<file path="config.mk">
export PLATFORM = sky130hd
export DESIGN_NAME = mdu_alu_arbiter
export DESIGN_NICKNAME = d
export VERILOG_FILES = /design/src/rtl/mdu_pkg.sv /design/src/rtl/mdu_alu_mux.sv /design/src/rtl/mdu_alu_arbiter.sv
export SDC_FILE = /design/constraint.sdc
export NUM_CORES = 1
export LEC_CHECK = 0
export CORE_AREA = 2 2 182 184
export CTS_CLUSTER_DIAMETER = 200
export CTS_CLUSTER_SIZE = 8
export DETAILED_ROUTE_END_ITERATION = 16
export DIE_AREA = 0 0 184 186
export SYNTH_ARGS = -nofsm -noshare
export SYNTH_HDL_FRONTEND = slang
export SYNTH_SLANG_ARGS = --single-unit
</file>
<file path="constraint.sdc">
create_clock -name clk -period 1.9 [get_ports clk]
set_input_delay 0.285 -clock clk [delete_from_list [all_inputs] [get_ports clk]]
set_output_delay 0.285 -clock clk [all_outputs]
set_load 0.005 [all_outputs]
</file>
<file path="src/rtl/mdu_pkg.sv">
// rtl/mdu_pkg.sv - shared state encoding, ALU function codes and defaults for the MDU/ALU arbiter
package mdu_pkg;

  localparam int WIDTH_DEF      = 32;
  localparam int MAX_CYCLES_DEF = 40;
  localparam int CNT_W          = 6;

  typedef enum logic [1:0] {
    IDLE = 2'd0,
    CLR  = 2'd1,
    RUN  = 2'd2,
    WB   = 2'd3
  } mdu_state_t;

  localparam logic [2:0] ALU_F_AND = 3'b000;
  localparam logic [2:0] ALU_F_OR  = 3'b001;
  localparam logic [2:0] ALU_F_ADD = 3'b010;
  localparam logic [2:0] ALU_F_SUB = 3'b110;
  localparam logic [2:0] ALU_F_SLT = 3'b111;

  // The multiplier owns the shared ALU in every state except IDLE.
  function automatic logic mul_owns_alu(input mdu_state_t s);
    return (s != IDLE);
  endfunction

endpackage

</file>
<file path="src/rtl/mdu_alu_mux.sv">
// rtl/mdu_alu_mux.sv - shared ALU operand/function select between EX and the multiplier
module mdu_alu_mux
  import mdu_pkg::*;
#(
  parameter int         WIDTH   = WIDTH_DEF,
  parameter logic [2:0] ALU_ADD = ALU_F_ADD
) (
  input  logic             mul_own,
  input  logic [WIDTH-1:0] ex_a,
  input  logic [WIDTH-1:0] ex_b,
  input  logic [2:0]       ex_f,
  input  logic [WIDTH-1:0] mul_a,
  input  logic [WIDTH-1:0] mul_b,
  output logic [WIDTH-1:0] alu_a,
  output logic [WIDTH-1:0] alu_b,
  output logic [2:0]       alu_f
);

  always_comb begin
    alu_a = ex_a;
    alu_b = ex_b;
    alu_f = ex_f;
    if (mul_own) begin
      alu_a = mul_a;
      alu_b = mul_b;
      alu_f = ALU_ADD;
    end
  end

endmodule

</file>
<file path="src/rtl/mdu_alu_arbiter.sv">
// rtl/mdu_alu_arbiter.sv - MULT/MULTU sequencer sharing the EX ALU with the shift-add multiplier; MDU_WDOG_EN adds a RUN watchdog
module mdu_alu_arbiter
  import mdu_pkg::*;
#(
  parameter int         WIDTH      = WIDTH_DEF,
  parameter int         MAX_CYCLES = MAX_CYCLES_DEF,
  parameter logic [2:0] ALU_ADD    = ALU_F_ADD
) (
  input  logic             clk,
  input  logic             rst,
  input  logic             MultE,
  input  logic             MultSgn,
  input  logic [WIDTH-1:0] SrcAE,
  input  logic [WIDTH-1:0] SrcBE,
  input  logic             AluReqE,
  input  logic [WIDTH-1:0] ExA,
  input  logic [WIDTH-1:0] ExB,
  input  logic [2:0]       ExF,
  input  logic             HiLoRdE,
  output logic [WIDTH-1:0] alu_a,
  output logic [WIDTH-1:0] alu_b,
  output logic [2:0]       alu_f,
  input  logic [WIDTH-1:0] mul_A,
  input  logic [WIDTH-1:0] mul_B,
  output logic             mul_clr,
  output logic             mul_go,
  output logic             mul_sgn,
  output logic [WIDTH-1:0] mul_opA,
  output logic [WIDTH-1:0] mul_opB,
  input  logic [WIDTH-1:0] mul_hi,
  input  logic [WIDTH-1:0] mul_lo,
  input  logic             mul_done,
  output logic             StallE,
  output logic [WIDTH-1:0] hi,
  output logic [WIDTH-1:0] lo,
  output logic             busy,
  output logic             wdog_err
);

  mdu_state_t state;

  if (MAX_CYCLES < 1 || MAX_CYCLES > (1 << CNT_W)) begin : g_bad_max_cycles
    $error("mdu_alu_arbiter: MAX_CYCLES does not fit the RUN counter");
  end

  assign busy   = (state != IDLE);
  // A MULT arriving while idle leaves EX immediately; anything needing ALU or HI/LO waits.
  assign StallE = busy & (AluReqE | MultE | HiLoRdE);

  mdu_alu_mux #(
    .WIDTH   (WIDTH),
    .ALU_ADD (ALU_ADD)
  ) u_alu_mux (
    .mul_own (mul_owns_alu(state)),
    .ex_a    (ExA),
    .ex_b    (ExB),
    .ex_f    (ExF),
    .mul_a   (mul_A),
    .mul_b   (mul_B),
    .alu_a   (alu_a),
    .alu_b   (alu_b),
    .alu_f   (alu_f)
  );

`ifdef MDU_WDOG_EN
  logic [CNT_W-1:0] run_cnt;
  logic             wdog_q;
  logic             wdog_hit;

  assign wdog_hit = (run_cnt == CNT_W'(MAX_CYCLES - 1));
  assign wdog_err = wdog_q;
`else
  assign wdog_err = 1'b0;
`endif

  always_ff @(posedge clk or negedge rst) begin
    if (!rst) begin
      state   <= IDLE;
      hi      <= '0;
      lo      <= '0;
      mul_clr <= 1'b0;
      mul_go  <= 1'b0;
      mul_sgn <= 1'b0;
      mul_opA <= '0;
      mul_opB <= '0;
`ifdef MDU_WDOG_EN
      run_cnt <= '0;
      wdog_q  <= 1'b0;
`endif
    end else begin
      case (state)
        IDLE: begin
          if (MultE) begin
            mul_opA <= SrcAE;
            mul_opB <= SrcBE;
            mul_sgn <= MultSgn;
            mul_clr <= 1'b1;
            state   <= CLR;
          end
        end
        CLR: begin
          mul_clr <= 1'b0;
          mul_go  <= 1'b1;
          state   <= RUN;
`ifdef MDU_WDOG_EN
          run_cnt <= '0;
`endif
        end
        RUN: begin
          if (mul_done) begin
            hi     <= mul_hi;
            lo     <= mul_lo;
            mul_go <= 1'b0;
            state  <= WB;
          end
`ifdef MDU_WDOG_EN
          // A hung multiplier commits zeros rather than a partial product.
          else if (wdog_hit) begin
            wdog_q <= 1'b1;
            hi     <= '0;
            lo     <= '0;
            mul_go <= 1'b0;
            state  <= WB;
          end else begin
            run_cnt <= run_cnt + 1'b1;
          end
`endif
        end
        WB: begin
          state <= IDLE;
        end
        default: begin
          state <= IDLE;
        end
      endcase
    end
  end

endmodule

</file>
==> results.md <==
* Vertical extent of the die at roughly 190 µm
* Path type of the worst min-delay path: primary input to asynchronous set/reset pin
* Io pins at ~470
* Core Region at around 0.032 mm²
* Antenna violations before repair at 4
* Sink count of the clock tree at roughly 130
* Clock buffer count from CTS at 17
* Main combinational cell family by area after synthesis: multiplexers
* Internal at around 13 mW
* Total iterations of the first detailed-routing run at 4
* Post-synthesis share of cell area spent on and, or, nand and nor gates at 0.789%
* Maximum clock path buffer count at 2
* Switching Fraction at 27.7%
* Number of pins with negative max-slew slack in the final report at 0
* Port-buffer cells at approximately 470
* Width of the die at 184 µm
* # fillers at 3127
* TritonCTS clock tree: built
* Peak fanout along the critical path at 6
* DR WL/cell at 19.4 µm
* Register area share after synthesis at 55.2%
* Maximum number of pins on one net before global-route repair at 47
* Weighted congestion at the end of routability-driven global placement at 0.764
* Multiplexer share of the synthesized area at 39.7%
* Logic gate share of total power at between 50 and 60%
* Antenna-violating nets left at 0
* Average via count per standard cell at just under 4
* Post-Synth XOR/XNOR Area at 0%
* Failing checks: negative setup slack
* Clock network fraction of total power at between 20% and 30%
* Detail Placement HPWL at ~20000 µm
* Cell chosen for the clock root: sky130_fd_sc_hd__clkbuf_16
* Total net switching power at ~5 mW
* Kind of capture point of the worst setup path: output port
* Slack of the critical path at -343 ps
* Placed cell area at 0.0113 mm²
* Share of cells above drive strength 1 at a little over a third
* Setup clock skew after layout at around 12 ps
* Count of unique library cells instantiated by Yosys at 21
* Total Die Area at 0.0342 mm²
* Data arrival time of the critical path at 1960 ps
* Insertion delay to the later sink of the worst-skew pair at around 420 ps
* Synth warn at 0
* Area occupied by registers at 0.00333 mm²
* Clock edge transition at the registers on the reported setup and hold paths at 60 ps
* Area growth from synthesis to final layout at 102%
* Proportion of power drawn by flip-flops and latches at approximately 28%
* Outcome: complete, but fails checks
* Overall power after layout at approximately 18 mW
* Chain of cells forming the critical path: inv_2 -> ha_4 -> buf_6 -> buf_6 -> buf_6 -> buf_6 -> mux2_4 -> buf_6
* CP Launch Type: flip-flop
* Unrepaired setup endpoints after global routing: yes
* Number of max-capacitance violations reported at 0
* Start-to-end type of the worst setup path: flip-flop to output port
* Worst stage delay on the critical path at around 400 ps
* Fraction of the mapped netlist area in compound gates at less than 1%
* Number of setup violations in the final report at between 60 and 70
* Starting utilization of the core area at 18.7%
* Number of cell rows at 66
* Vias in the first global route at about 5500
* Static power due to leakage at 5.28 nW
* Achievable frequency at approximately 0.45 GHz
* Vias post-DR at just over 5000
* CTS H-tree depth at 4
* Count of nets after finishing at 1146
* Global-route usage over all layers at between 10% and 20%
* Power Density at approximately 1500 mW/mm²
* Total non-filler cell area in the finished layout at 0.0122 mm²
* Cell with the biggest individual delay on the critical path: sky130_fd_sc_hd__dfrtp_1
* Area of the mapped netlist at between 0.006 and 0.007 mm²
* Number of remaining DRC errors at 0
* Fin crit period at approximately 2200 ps
* Syn_nets at ~650
* Average cell area after synthesis at 16.1 µm²
* Global route overflow at 0
* First-iteration detailed-routing DRC count at approximately 120
* Global-route wire length before repair at around 35000 µm
* Footprint of the multi-input gates at 0.00268 mm²
* WP data required at between 1500 and 2000 ps
* Final cycle utilization of the critical path at 118%
* Number of endpoints with negative hold slack in the final report at 0
* Total wirelength of the detailed-routed design at roughly 25000 µm
* Synth Instances at 374
* Synth Area in Adders at 1.04%
* Synth Register Bits at around 130
* Worst vdd rail ir drop at around 540 µV
* Cell occurring most often along the worst timing path: sky130_fd_sc_hd__buf_6
[worst max-delay path, delay by kind of cell (launching register included)]
kind	cells	cell delay (ps)
DFF	1	390
buffers and inverters	6	620
muxes	1	300
adders and majority gates	1	220
[what timing repair did]
action | 4_1_cts | 5_1_grt
cloned | 4 | 0
hold endpoints to repair | 42 | 0
pin swaps | 1 | 1
buffers inserted | 17 | 4
hold buffers | 1 | 0
setup endpoints to repair | 69 | 67
resized for setup | 233 | 45
[cells in the final DEF, fill, tap and decap left out, types with 2 or more instances in the layout]
cell,instances
sky130_fd_sc_hd__mux2i_1,2
sky130_fd_sc_hd__clkbuf_16,17
sky130_fd_sc_hd__clkbuf_2,16
sky130_fd_sc_hd__inv_1,3
sky130_fd_sc_hd__buf_6,33
sky130_fd_sc_hd__bufinv_16,4
sky130_fd_sc_hd__buf_2,9
sky130_fd_sc_hd__dlygate4sd2_1,17
sky130_fd_sc_hd__clkdlybuf4s15_2,5
sky130_fd_sc_hd__inv_6,4
sky130_fd_sc_hd__inv_2,2
sky130_fd_sc_hd__buf_8,2
sky130_fd_sc_hd__diode_2,3
sky130_fd_sc_hd__mux2_2,115
sky130_fd_sc_hd__buf_4,15
sky130_fd_sc_hd__and2_1,2
sky130_fd_sc_hd__ha_4,2
sky130_fd_sc_hd__buf_12,10
sky130_fd_sc_hd__clkinvlp_4,2
sky130_fd_sc_hd__clkinv_4,3
sky130_fd_sc_hd__clkdlybuf4s50_1,395
sky130_fd_sc_hd__ha_1,3
sky130_fd_sc_hd__dfrtp_1,133
sky130_fd_sc_hd__mux2_4,79
[state kept, by name (all words and copies together), names as in the netlist]
register / cells
hi: 32
lo: 32
mul_clr: 1
mul_go: 1
mul_opA: 32
mul_opB: 32
mul_sgn: 1
state: 2
[synth_stat cells]
master                        n  area, µm²
sky130_fd_sc_hd__conb_1       1       3.75
sky130_fd_sc_hd__dfrtp_1    133       3330
sky130_fd_sc_hd__nor3_1       1       5.00
sky130_fd_sc_hd__buf_6        6       67.6
sky130_fd_sc_hd__mux2_4      50        751
sky130_fd_sc_hd__nor2_1       1       3.75
sky130_fd_sc_hd__buf_2       14       70.1
sky130_fd_sc_hd__mux2i_1      2       20.0
sky130_fd_sc_hd__a21oi_1      1       5.00
sky130_fd_sc_hd__o21ai_0      1       5.00
sky130_fd_sc_hd__nand2_2      1       6.26
sky130_fd_sc_hd__nand2_1      2       7.51
sky130_fd_sc_hd__mux2_2     144       1620
sky130_fd_sc_hd__buf_4        1       7.51
sky130_fd_sc_hd__inv_1        5       18.8
sky130_fd_sc_hd__o32a_1       1       10.0
sky130_fd_sc_hd__o2bb2ai_1    1       8.76
sky130_fd_sc_hd__nand2b_1     1       6.26
sky130_fd_sc_hd__and2_1       2       12.5
sky130_fd_sc_hd__nor2b_1      1       6.26
sky130_fd_sc_hd__ha_1         5       62.6
[final cells by class]
class | instances | area share [%]
Timing Repair Buffer | 503 | 41.1
Multi-Input combinational cell | 215 | 22.0
Tap cell | 408 | 4.19
Inverter | 5 | 0.154
Clock inverter | 13 | 1.61
Clock buffer | 19 | 3.63
Antenna cell | 3 | 0.0616
Sequential cell | 133 | 27.3
[routing by layer]
metal | share of wire [%] | wire length (µm) | track usage, % | vias to the layer above
li1 | - | - | - | 2340
met1 | 39 | 9820 | 16.0 | 2468
met2 | 52 | 13200 | 25.7 | 255
met3 | 7.5 | 1900 | 4.27 | 13
met4 | 1.1 | 289 | 4.93 | 0
met5 | 0 | 0 | 0 | -
[through the flow]
stage	hold WS [ps]	std cells	utilization [%]	setup TNS [ps]	worst slack, ps
3_3_place_gp	253	1246	35.1	-6530	-136
2_1_floorplan	-10.6	374	-	0	192
5_1_grt	400	1298	37.8	-19740	-432
4_1_cts	360	1300	38.4	-23930	-512
3_5_place_dp	252	1246	35.1	-6630	-136
6_report	372	1299	37.8	-14370	-343
[logic make-up after synthesis]
| logic type | Yosys count |
|---|---|
| mux | 196 |
| flops | 133 |
| buf+inv | 26 |
| simple gates | 9 |
| fa+ha+maj | 5 |
| compound gates | 4 |
| other cells | 1 |
[final timing paths]
path | to | slack (ps) | from | cells after the start
min in group clk | mul_opA[0] | 470 | SrcAE[0] | 2
min reg2reg | lo[4] | 500 | lo[4] | 1
max | alu_b[24] | -340 | state[0] | 8
max reg2reg | mul_opA[10] | 130 | state[0] | 7
max in group asynchronous | mul_opA[15] | 870 | rst | 3
min | mul_opA[26] | 370 | rst | 2
[power groups by stage]
stage                     clock, mW  sequential (mW)  combinational [mW]
final                          3.62             5.03                9.49
after global routing           3.84             5.22                10.1
after CTS                      3.74             5.04                10.0
after detailed placement          0             5.08                9.02
after global placement            0             5.01                9.00
after floorplan                   0             5.17                3.50
No activity file was read; power rests on OpenSTA's default activity.
